<file path="src/rtl/zed80_pkg.sv">
// Shared definitions for the Z80 bus loader: FSM state encoding, default sync
// marker and small state-decode helpers used to build registered outputs.
package zed80_pkg;

    typedef enum logic [3:0] {
        LDR_IDLE,
        LDR_HDR_AH,
        LDR_HDR_AL,
        LDR_HDR_LEN,
        LDR_BUSREQ,
        LDR_DATA,
        LDR_WRITE,
        LDR_CSUM,
        LDR_RELEASE,
        LDR_ABORT
    } ldrState_t;

    localparam logic [7:0] LDR_SYNC_DEFAULT = 8'hA5;

    // Stream side may hand us a byte in these states
    function automatic logic ldrReady(input ldrState_t s);
        return (s == LDR_IDLE) || (s == LDR_HDR_AH) || (s == LDR_HDR_AL) ||
               (s == LDR_HDR_LEN) || (s == LDR_DATA) || (s == LDR_CSUM);
    endfunction

    // Bus request is held from the request phase through the checksum byte
    function automatic logic ldrBusReq(input ldrState_t s);
        return (s == LDR_BUSREQ) || (s == LDR_DATA) || (s == LDR_WRITE) ||
               (s == LDR_CSUM);
    endfunction

    // Loader drives the memory bus only once the CPU has acknowledged
    function automatic logic ldrOwnsBus(input ldrState_t s);
        return (s == LDR_DATA) || (s == LDR_WRITE) || (s == LDR_CSUM);
    endfunction

endpackage

</file>
<file path="src/rtl/bus_loader_fsm_timeout.sv">
// Loadable 16-bit down-counter with a terminal flag; times the BUSAK wait.
module bus_loader_fsm_timeout (
    input  logic        clk,
    input  logic        reset,
    input  logic        load,
    input  logic [15:0] loadVal,
    input  logic        dec,
    output logic        term
);

    logic [15:0] count;

    // Load wins over decrement; counting stops at zero
    always_ff @(posedge clk) begin
        if (reset) begin
            count <= 16'd0;
        end else if (load) begin
            count <= loadVal;
        end else if (dec && (count != 16'd0)) begin
            count <= count - 16'd1;
        end
    end

    assign term = (count == 16'd0);

endmodule

</file>
<file path="src/rtl/z80_bus_loader.sv">
// Framed serial-stream memory loader. Takes the Z80 bus via BUSRQ/BUSAK and
// writes the payload of a SYNC/addr/len/data/csum frame into memory.
module z80_bus_loader
    import zed80_pkg::*;
#(
    parameter int         BUSAK_TIMEOUT = 255,
    parameter logic [7:0] SYNC_BYTE     = LDR_SYNC_DEFAULT
) (
    input  logic        clk,
    input  logic        reset,
    input  logic [7:0]  in_data,
    input  logic        in_valid,
    output logic        in_ready,
    output logic        busrq_n,
    input  logic        busak_n,
    output logic        bus_oe,
    output logic [15:0] bus_addr,
    output logic [7:0]  bus_dout,
    output logic        bus_mreq_n,
    output logic        bus_wr_n,
    output logic        busy,
    output logic        done,
    output logic        err_csum,
    output logic        err_timeout
);

    // Counter is preloaded with TIMEOUT-1 so the abort edge lands exactly
    // BUSAK_TIMEOUT cycles after entering BUSREQ.
    localparam logic [15:0] TMO_LOAD = 16'(BUSAK_TIMEOUT - 1);

    ldrState_t   state, nxt;
    logic        acc;
    logic [8:0]  remaining;
    logic [7:0]  csum;
    logic        tmoTerm;

    assign acc = in_valid & in_ready;

    bus_loader_fsm_timeout uTmo (
        .clk     (clk),
        .reset   (reset),
        .load    ((state == LDR_HDR_LEN) && acc),
        .loadVal (TMO_LOAD),
        .dec     (state == LDR_BUSREQ),
        .term    (tmoTerm)
    );

    // Next-state decode
    always_comb begin
        nxt = state;
        case (state)
            LDR_IDLE:    if (acc && (in_data == SYNC_BYTE)) nxt = LDR_HDR_AH;
            LDR_HDR_AH:  if (acc) nxt = LDR_HDR_AL;
            LDR_HDR_AL:  if (acc) nxt = LDR_HDR_LEN;
            LDR_HDR_LEN: if (acc) nxt = LDR_BUSREQ;
            LDR_BUSREQ: begin
                if (!busak_n)     nxt = LDR_DATA;
                else if (tmoTerm) nxt = LDR_ABORT;
            end
            LDR_DATA:    if (acc) nxt = LDR_WRITE;
            LDR_WRITE:   nxt = (remaining == 9'd0) ? LDR_CSUM : LDR_DATA;
            LDR_CSUM:    if (acc) nxt = LDR_RELEASE;
            LDR_RELEASE: nxt = LDR_IDLE;
            LDR_ABORT:   nxt = LDR_IDLE;
            default:     nxt = LDR_IDLE;
        endcase
    end

    // State, registered outputs (decoded from next state) and frame datapath
    always_ff @(posedge clk) begin
        if (reset) begin
            state       <= LDR_IDLE;
            in_ready    <= 1'b1;
            busrq_n     <= 1'b1;
            bus_oe      <= 1'b0;
            bus_addr    <= 16'h0000;
            bus_dout    <= 8'h00;
            bus_mreq_n  <= 1'b1;
            bus_wr_n    <= 1'b1;
            busy        <= 1'b0;
            done        <= 1'b0;
            err_csum    <= 1'b0;
            err_timeout <= 1'b0;
            remaining   <= 9'd0;
            csum        <= 8'h00;
        end else begin
            state       <= nxt;
            in_ready    <= ldrReady(nxt);
            busrq_n     <= ~ldrBusReq(nxt);
            bus_oe      <= ldrOwnsBus(nxt);
            bus_mreq_n  <= (nxt != LDR_WRITE);
            bus_wr_n    <= (nxt != LDR_WRITE);
            busy        <= (nxt != LDR_IDLE);
            done        <= (state == LDR_CSUM) && acc && (csum == in_data);
            err_csum    <= (state == LDR_CSUM) && acc && (csum != in_data);
            err_timeout <= (nxt == LDR_ABORT);

            case (state)
                LDR_HDR_AH: if (acc) begin
                    bus_addr[15:8] <= in_data;
                    csum           <= in_data;
                end
                LDR_HDR_AL: if (acc) begin
                    bus_addr[7:0] <= in_data;
                    csum          <= csum + in_data;
                end
                LDR_HDR_LEN: if (acc) begin
                    // len of zero encodes a full 256-byte payload
                    remaining <= (in_data == 8'h00) ? 9'd256 : {1'b0, in_data};
                    csum      <= csum + in_data;
                end
                LDR_DATA: if (acc) begin
                    bus_dout  <= in_data;
                    csum      <= csum + in_data;
                    remaining <= remaining - 9'd1;
                end
                // Address advances after the strobe cycle, wrapping at 16 bits
                LDR_WRITE: bus_addr <= bus_addr + 16'd1;
                default: ;
            endcase
        end
    end

endmodule

</file>
<file path="config.mk">
export PLATFORM = sky130hd
export DESIGN_NAME = z80_bus_loader
export DESIGN_NICKNAME = d
export VERILOG_FILES = /design/src/rtl/zed80_pkg.sv /design/src/rtl/bus_loader_fsm_timeout.sv /design/src/rtl/z80_bus_loader.sv
export SDC_FILE = /design/constraint.sdc
export NUM_CORES = 1
export LEC_CHECK = 0
export ABC_AREA = 1
export BUFFER_PORTS_ARGS = -buffer_cell sky130_fd_sc_hd__buf_4
export CAP_MARGIN = 0
export CORE_MARGIN = 2
export CORE_UTILIZATION = 54
export CTS_BUF_LIST = sky130_fd_sc_hd__clkbuf_8 sky130_fd_sc_hd__clkbuf_16
export DETAILED_ROUTE_END_ITERATION = 8
export PLACE_DENSITY = 0.87
export SLEW_MARGIN = 25
export SYNTH_ARGS = -nofsm -noshare
export SYNTH_HDL_FRONTEND = slang
export SYNTH_SLANG_ARGS = --single-unit
</file>
<file path="constraint.sdc">
create_clock -name clk -period 1.5 [get_ports clk]
set_input_delay 0.3 -clock clk [delete_from_list [all_inputs] [get_ports clk]]
set_output_delay 0.3 -clock clk [all_outputs]
set_load 0.05 [all_outputs]
</file>
* Word-level counts from Yosys, hierarchy flattened *
Cells that the tools add are included.

word-level totals
  register bits after elaboration = 69
  output and inout port bits = 33
  logic and storage cells = 102

operators by class
  add/sub/neg operators = 4
  equality and inequality tests = 24
  multiplexer cells = 21
  bitwise gates (word level) = 2
  reductions and logical operators = 35

operators by type and width
  operator                                                               number
  8-bit case mux with 2 select lines                                     3
  4-bit by 3-bit == test with 1-bit output (second input constant)       8
  4-bit 2-to-1 mux                                                       8
  8-bit 2-to-1 mux                                                       4
  4-bit case mux with 8 select lines                                     1
  9-bit 2-to-1 mux                                                       3
  9-bit case mux with 2 select lines                                     1
  16-bit by 1-bit adder with 16-bit output (second input constant)       1
  4-bit by 2-bit == test with 1-bit output (second input constant)       4
  16-bit logical NOT                                                     1
  16-bit nonzero test                                                    1
  16-bit by 1-bit subtractor with 16-bit output (second input constant)  1
  1-bit logical OR                                                       10
  2-bit nonzero test                                                     5
  9-bit logical NOT                                                      1
  9-bit by 1-bit subtractor with 9-bit output (second input constant)    1
  8-bit adder                                                            1
  4-bit by 1-bit == test with 1-bit output (second input constant)       2
  8-bit == test                                                          1
  8-bit == test (second input constant)                                  1
  4-bit logical NOT                                                      2
  8-bit logical NOT                                                      1
  2-bit != test (second input constant)                                  4
  8-bit != test                                                          1
  12 further kinds                                                       20

* Longest topological paths before layout *
Gate-level depths: netlist (run 1).

  word-level depth = 10
  mapped depth = 13
  gate-level depth less buffers = 12

* By module *
From an unflattened synthesis (run 1), not the netlist that was laid out.

second synthesis, totals
  cell total of the unflattened synthesis = 717
  area, all modules = 4476.8 um^2

by module, submodules not included
  module                  instances  cells each  area an instance (um^2)
  z80_bus_loader          1          505         3281.9
  bus_loader_fsm_timeout  1          212         1194.9

* Worst setup path after synthesis (run 1) *
OpenSTA, ideal clock, no wires.

  path kind = register to register
  start = register bus_addr[0]
  end = register bus_addr[6]
  setup time = 0.115 ns
  arrival time = 1.713 ns
  required time = 1.385 ns
  setup slack = -0.328 ns
  stages on the path, launching flop included = 11
  clock period less this slack = 1.828 ns
  cell sequence = dfxtp_1 -> ha_1 -> nand2_1 -> inv_1 -> nand2_1 -> nor2_1 -> nand2_1 -> nand3_1 -> o21ai_0 -> o21ai_0 -> inv_1

between the ends
  cells in the longest elaborated chain, start to end = 2

RTL lines
  item                                      RTL line               source
  from (decl)                               z80_bus_loader.sv:17   output logic [15:0] bus_addr,
  from (signal assigned)                    z80_bus_loader.sv:104  bus_addr[7:0] <= in_data;
  from (signal assigned)                    z80_bus_loader.sv:118  LDR_WRITE: bus_addr <= bus_addr + 16'd1;
  16-bit by 1-bit adder with 16-bit output  z80_bus_loader.sv:118
  8-bit case mux with 2 select lines        z80_bus_loader.sv:98   case (state)

No other way between the ends.
A chain may end at the register's enable or synchronous reset.

* Worst setup path after layout (run 1) *
  start = register uTmo.count[1]
  end = register bus_oe

between the ends
  cells in the longest elaborated chain, start to end = 7
  elaborated cells between the ends (all ways) = 9
  classes of those cells = eq/ne: 3; mux: 3; reduce/logical: 3

RTL lines
  item                                      RTL line                      source
  from (decl)                               bus_loader_fsm_timeout.sv:11  logic [15:0] count;
  from (signal assigned)                    bus_loader_fsm_timeout.sv:18  count <= loadVal;
  from (signal assigned)                    bus_loader_fsm_timeout.sv:20  count <= count - 16'd1;
  16-bit logical NOT (*)                    bus_loader_fsm_timeout.sv:24  assign term = (count == 16'd0);
  4-bit 2-to-1 mux (*)                      z80_bus_loader.sv:58          else if (tmoTerm) nxt = LDR_ABORT;
  4-bit 2-to-1 mux (*)                      z80_bus_loader.sv:57          if (!busak_n) nxt = LDR_DATA;
  4-bit case mux with 8 select lines (*)    z80_bus_loader.sv:51          case (state)
  4-bit by 3-bit == test with 1-bit output  zed80_pkg.sv:34               return (s == LDR_DATA) || (s == LDR_WRITE) || (s == LDR_CSUM);
  1-bit logical OR                          zed80_pkg.sv:34
  1-bit logical OR (*)                      zed80_pkg.sv:34
  to (signal assigned)                      z80_bus_loader.sv:90          bus_oe <= ldrOwnsBus(nxt);
  to (decl)                                 z80_bus_loader.sv:16          output logic bus_oe,

Mark *: on every way between the ends. The rest lies on a longest branch, timed or not.

==> run summary, run 1 <==
EDFF count, synth: 0
Pwr per Cell Area: 654 mW/mm2
CTS Buffer Depth: 2
Register area share after synthesis: 0.322
Launch point of the worst path: uTmo.count[1]
Reg2reg setup slack: -0.06 ns
Routability congestion estimate: 0.928
Area of the mapped netlist: 0.00429 mm2
Synthesized flop and latch total: 69
Aggregate global-route resource usage: 0.285
Vias per cell: 5.75
Reg2reg start: uTmo.count[1]
Core Box Area: 0.00773 mm2
Commonest non-fill, non-tap cells in the layout: 143 x nand2_1, 104 x buf_4, 65 x inv_1, 59 x nor2_1, 46 x dfxtp_1
Worst slew pin tran: 0.430 ns
Logic pwr share: 0.060
Post-DP HPWL: 8520 um
CP required: 1.80 ns
Tcrit/Tclk final: 1.04
Cells after Synth: 652
Startpoint types: flop
Row cnt: 32
Power Internal: 2800 uW
Die H: 93.2 um
Ant. Diodes: 0
Clk sinks: 69
Layout cells sized above 1: 0.327
CTS tree: built
DRC Markers: 0
Critical path capture point type: flop
CTS root buf: clkbuf_8
Clk pwr share: 0.447
Largest net degree at the start of global routing: 24
Clk Latency, worst-skew pair: 0.36 ns
Crit Path Max Fanout: 5
Layout area overhead: 31.7%
Worst path bufs/invs: 2
Rel. slew slack: 0.713
Min Tclk post-route: 1.56 ns
Final slew viol count: 0
Die Area: 0.00868 mm2
Hold wc startpoint: in_data[7]
Die X: 93.2 um
Crit-path leading delay family: simple AND/OR/NAND/NOR gates
Setup WS post-layout: -0.0621 ns
Wl on met1: 5090 um
PortBufs: 44
Mean Syn Cell Area: 6.58 um2
Ys flop type: dfxtp_1
DR vias: 4,936
PnR Total Power: 3690 uW
RSZ-0062 raised after global routing: true
Sw frac: 0.242
Initial antenna violation count: 0
Met2 routed WL: 6620 um
Final-report hold violation count: 0
Vias in the first global route: 4,373
Kind of critical path: reg -> reg
CP arrival: 1.86 ns
Path type of the worst min-delay path: in -> reg
Peak VDD IR: 0.572 mV
Synth warn: 0
Critical path's slowest cell: dfxtp_2
Starting Density: 0.555
Global-route wire length before repair: 20,000 um
Top layer in use: met4
Pre-antenna DRT Iters: 5
Clk slew on worst S/H paths: 0.08 ns
Pleak: 0.00261 uW
WL final: 13,500 um
Synth cell types: 39
# setup viols final: 7
Routed Antenna Nets: 0
MaxCap Viol Count: 0
Failing checks: setup timing
Syn nets: 676
CP Cell Sequence: inv_2, ha_4, nand2_4, nor2_1, nand3_1, nor2_2, nor2_4, buf_4, a21oi_1
Grt ovf: 0
Post-synth ARST share: 0
DRT iter0 DRCs: 429
Total CTS buffers: 9
Seq pwr share: 0.493
Commonest non-fill, non-tap cell in the layout: nand2_1
H-tree Lvls: 3
DR WL met3: 1140 um
Worst path max stage delay: 0.35 ns
Total Nets Final: 775
Status: complete, but fails checks
Ports: 45
Final Util: 0.731
Switching pwr: 894 uW
Wire length per cell: 15.8 um
Fillers: 526
Fmax: 0.640 GHz
Clock Skew: 0.00716 ns
[cell usage after synthesis, types with 2 or more instances]
master | instances | area share
a31oi_1 | 10 | 0.015
buf_2 | 5 | 0.0058
xnor2_1 | 3 | 0.0061
xor2_1 | 17 | 0.035
nand2_1 | 156 | 0.14
buf_6 | 3 | 0.0079
a211oi_1 | 2 | 0.0035
o21ai_1 | 7 | 0.0082
nand4_1 | 6 | 0.0087
ha_1 | 11 | 0.032
buf_4 | 2 | 0.0035
o211ai_1 | 2 | 0.0035
inv_1 | 74 | 0.065
clkbuf_8 | 3 | 0.0096
a211oi_2 | 2 | 0.0058
nand2_4 | 3 | 0.0079
buf_12 | 2 | 0.0093
nor2_1 | 76 | 0.066
a21oi_1 | 48 | 0.056
nand3b_1 | 3 | 0.0052
nor2_4 | 4 | 0.010
nand2_2 | 9 | 0.013
dfxtp_1 | 69 | 0.32
nor2_2 | 8 | 0.012
nor3_1 | 17 | 0.020
nand3_1 | 47 | 0.055
or2_2 | 2 | 0.0029
clkbuf_1 | 3 | 0.0026
o21ai_0 | 35 | 0.041
a21oi_2 | 2 | 0.0041
o22ai_1 | 3 | 0.0044
inv_2 | 10 | 0.0087
or2_1 | 2 | 0.0029
[kinds of logic after synthesis]
family	share of synthesized area
AOI/OAI and AO/OA	0.141
DFF	0.322
buffers and inverters	0.114
xor gates and xnor gates	0.0408
adders and majority gates	0.0367
and+or+nand+nor	0.346
[final timing paths]
check,end,cells past startpoint
setup / recovery,bus_oe,9
hold / removal,bus_dout[7],3
setup reg to reg,bus_oe,9
hold reg to reg,remaining[7],2
[metrics by stage]
stage	setup TNS, ns	hold slack, ns	area [um2]	worst slack (ns)	instances
after floorplan	0	0.444	4320	0.00776	652
after global placement	-0.139	0.466	4990	-0.0801	830
after detailed placement	-0.719	0.474	4990	-0.150	830
after CTS	0	0.302	5320	0.00791	849
after global routing	-1.27	0.335	5650	-0.137	858
final	-0.183	0.316	5650	-0.0621	858
[worst reg2reg max path: cells and delay by family, from the launching register on]
kind	cells	cell delay, ns
flip-flops	1	0.35
buffers and inverters	2	0.21
AND/OR/NAND/NOR	5	0.66
adder cells (fa/ha/maj)	1	0.16
AO/OA/AOI/OAI	1	0.12
[power groups by stage]
stage          registers, uW  clock network, uW  logic, uW
3_3_place_gp            1870                  0        187
3_5_place_dp            1870                  0        191
6_report                1820               1650        223
4_1_cts                 1830               1650        194
5_1_grt                 1820               1720        235
2_1_floorplan           1870                  0       93.1
[registers in the layout, indices dropped and copies added (netlist names)]
signal	count
uTmo.count	16
remaining	9
bus_dout	8
in_ready	1
err_csum	1
state	4
bus_oe	1
csum	8
busrq_n	1
busy	1
done	1
bus_wr_n	1
err_timeout	1
bus_addr	16
[timing repair]
action / 4_1_cts / 5_1_grt
pin swaps: 4 / 23
hold buffers: 0 / 0
setup endpoints to repair: 28 / 51
resized for setup: 29 / 76
buffers inserted: 2 / 9
cloned: 1 / 0
[per-layer routing]
layer	global-route usage	vias to the layer above
li1	-	2304
met1	0.345	2253
met2	0.489	301
met3	0.0483	78
met4	0.145	0
met5	0	-
[area by class of cell]
cell class              instances  area (um2)  share of cell area
flip-flops and latches         69        1420               0.252
clock inverters                 4        46.3             0.00819
clock buffers                  12         165              0.0292
well taps                     102         128              0.0226
inverters                      85         329              0.0582
multi-input cells             480        2750               0.487
repair buffers                106         807               0.143
Power figures use the tool's default switching activity.
==> run 2, diff against run 1 <==
Settings changed: CTS_BUF_LIST sky130_fd_sc_hd__clkbuf_8 sky130_fd_sc_hd__clkbuf_16 to sky130_fd_sc_hd__clkbuf_4 sky130_fd_sc_hd__clkbuf_8 sky130_fd_sc_hd__clkbuf_16.
==> run 2 against run 1 <==
Against the previous run: the run still ends with setup timing left; sequential cell count did not move; via count shrank 0.67%; routed wire length rose by 2.0%.
==> run summary, run 2 (synthesis results as in run 1) <==
Status: complete, but fails checks
Failing checks: setup timing
Post-DP HPWL: 8520 um (unchanged)
Layout cells sized above 1: 0.330 (+0.00308)
Clk slew on worst S/H paths: 0.08 ns (about the same)
Final hold slack: 0.307 ns (-0.00925 ns)
Routability congestion estimate: 0.928 (unchanged)
# setup viols final: 7 (unchanged)
Vias per cell: 5.72 (-0.55%)
Clk pwr share: 0.453 (+0.006)
Wire length per cell: 16.1 um (+2.1%)
CP Cell Sequence: nor2_4, nand2_2, nor2_4, nand2_4, nand2_8, buf_4, nand3_1, a31oi_1
Worst path bufs/invs: 1 (-1)
Worst hold path depth: 3 (unchanged)
Vias in the first global route: 4,375 (+0.046%)
Total Nets Final: 774 (-0.13%)
Placed Area: 0.00499 mm2 (unchanged)
Sw frac: 0.243 (+0.00117)
Largest net degree at the start of global routing: 24 (unchanged)
Kind of critical path: reg -> reg
Die X: 93.2 um (unchanged)
CP required: 1.78 ns (-0.02 ns)
Power Internal: 2820 uW (+0.89%)
Peak VDD IR: 0.581 mV (+1.5%)
Fmax: 0.624 GHz (-2.6%)
Aggregate global-route resource usage: 0.286 (about the same)
Worst path depth: 8 (-1)
Worst path max stage delay: 0.37 ns (+0.02 ns)
Rel. slew slack: 0.744 (+0.0313)
DRT iter0 DRCs: 454 (+5.8%)
Die H: 93.2 um (unchanged)
Crit Path Max Fanout: 6 (+1)
Core Box Area: 0.00773 mm2 (unchanged)
Commonest non-fill, non-tap cells in the layout: 142 x nand2_1, 102 x buf_4, 64 x inv_1, 58 x nor2_1, 46 x dfxtp_1
Final slew viol count: 0 (unchanged)
Final Util: 0.732 (about the same)
CTS root buf: clkbuf_8
CP arrival: 1.89 ns (+0.03 ns)
H-tree Lvls: 3 (unchanged)
Tcrit/Tclk final: 1.07 (+0.0277)
PnR Total Power: 3730 uW (+1.0%)
PortBufs: 44 (unchanged)
CP dominant cell by count: nor2_4
WL final: 13,800 um (+2.0%)
Setup_tns: -0.424 ns (-0.241 ns)
Routed Antenna Nets: 0 (unchanged)
CTS tree: built
Critical path capture point type: flop
Clk sinks: 69 (unchanged)
Logic pwr share: 0.059 (about the same)
Pleak: 0.00258 uW (-0.92%)
Worst slew pin tran: 0.383 ns (-0.0469 ns)
Path type of the worst min-delay path: in -> reg
DRC Markers: 0 (unchanged)
Critical path's slowest cell: dfxtp_2
Min Tclk post-route: 1.60 ns (+0.0415 ns)
Clock Skew: 0.00956 ns (+0.00241 ns)
CTS Buffer Depth: 2 (unchanged)
Die Area: 0.00868 mm2 (unchanged)
Ant. Diodes: 0 (unchanged)
Setup WS post-layout: -0.104 ns (-0.0415 ns)
Global-route wire length before repair: 20,000 um (+0.11%)
Biggest regs: bus_addr: 16 flops, uTmo.count: 16 flops, remaining: 9 flops
MaxCap Viol Count: 0 (unchanged)
Worst r2r path cells: 8 (-1)
Starting Density: 0.555 (unchanged)
Final-report hold violation count: 0 (unchanged)
RSZ-0062 raised after global routing: true
Row cnt: 32 (unchanged)
Pwr per Cell Area: 660 mW/mm2 (+0.98%)
Startpoint types: flop
DR vias: 4,903 (-0.67%)
Final instance area: 0.00566 mm2 (about the same)
Pre-antenna DRT Iters: 5 (unchanged)
Layout area overhead: 31.8% (about the same)
Switching pwr: 908 uW (+1.5%)
Grt ovf: 0 (unchanged)
Crit-path leading delay family: simple AND/OR/NAND/NOR gates
Commonest non-fill, non-tap cell in the layout: nand2_1
Clk Latency, worst-skew pair: 0.37 ns (about the same)
Total CTS buffers: 9 (unchanged)
Ports: 45 (unchanged)
Seq pwr share: 0.488 (-0.005)
Initial antenna violation count: 0 (unchanged)
==> run 2: changes by cell type in the layout (fill, tap and decap cells not counted) <==
cell / change
buf_4: -2
buf_6: +1
clkbuf_4: +1
clkinv_2: +1
inv_1: -1
inv_4: -1
nand2_1: -1
nand2_2: +2
nand2_4: -1
nor2_1: -1
nor2_4: +1
o21ai_0: -2
o21ai_1: +2
==> run 2: what timing repair did <==
item / in CTS / in global routing
hold buffers: 0 / 0
pin swaps: 4 / 20
resized for setup: 28 / 82
endpoints found under the setup margin: 28 / 53
setup buffers: 2 / 8
gates cloned: 1 / 0
==> run 2: routing by layer <==
| metal | track usage | vias up | routed length [um] |
|---|---|---|---|
| met3 | 0.0483 | 87 | 979 |
| met5 | 0 | - | 0 |
| met1 | 0.345 | 2241 | 5290 |
| met2 | 0.489 | 275 | 6780 |
| li1 | - | 2300 | - |
| met4 | 0.145 | 0 | 754 |
==> run 2: worst register-to-register path, stage by stage, from the launching register on <==
cell     delay, ns
dfxtp_2       0.37
nor2_4        0.19
nand2_2       0.13
nor2_4        0.15
nand2_4       0.09
nand2_8       0.12
buf_4         0.14
nand3_1       0.11
a31oi_1       0.22
==> run 2: final timing paths <==
path,from,endpoint,slack [ns]
worst max-delay path,uTmo.count[5],uTmo.count[4],-0.10
worst min-delay path,in_data[7],bus_dout[7],0.31
worst max register to register,uTmo.count[5],uTmo.count[4],-0.10
worst min register to register,remaining[7],remaining[7],0.48
==> run 2: cell type report <==
cell class,instances,area (um2)
multi-input cells,480,2760
fillers,528,2070
flip-flops and latches,69,1420
repair buffers,105,803
inverters,85,328
clock buffers,13,173
well taps,102,128
clock inverters,3,42.5
==> run 2: metrics by stage <==
| step | std cells | setup WS (ns) |
|---|---|---|
| final | 857 | -0.104 |
| after global routing | 857 | -0.138 |
| after CTS | 849 | 0.00791 |
| after detailed placement | 830 | -0.150 |
| after global placement | 830 | -0.0801 |
| after floorplan | 652 | 0.00776 |
==> run 2: power groups by stage <==
stage / Sequential [uW] / Combinational (uW) / Clock, uW
detailed placement: 1870 / 191 / 0
CTS: 1830 / 194 / 1680
floorplan: 1870 / 93.1 / 0
finish: 1820 / 221 / 1690
global route: 1820 / 233 / 1750
global placement: 1870 / 187 / 0
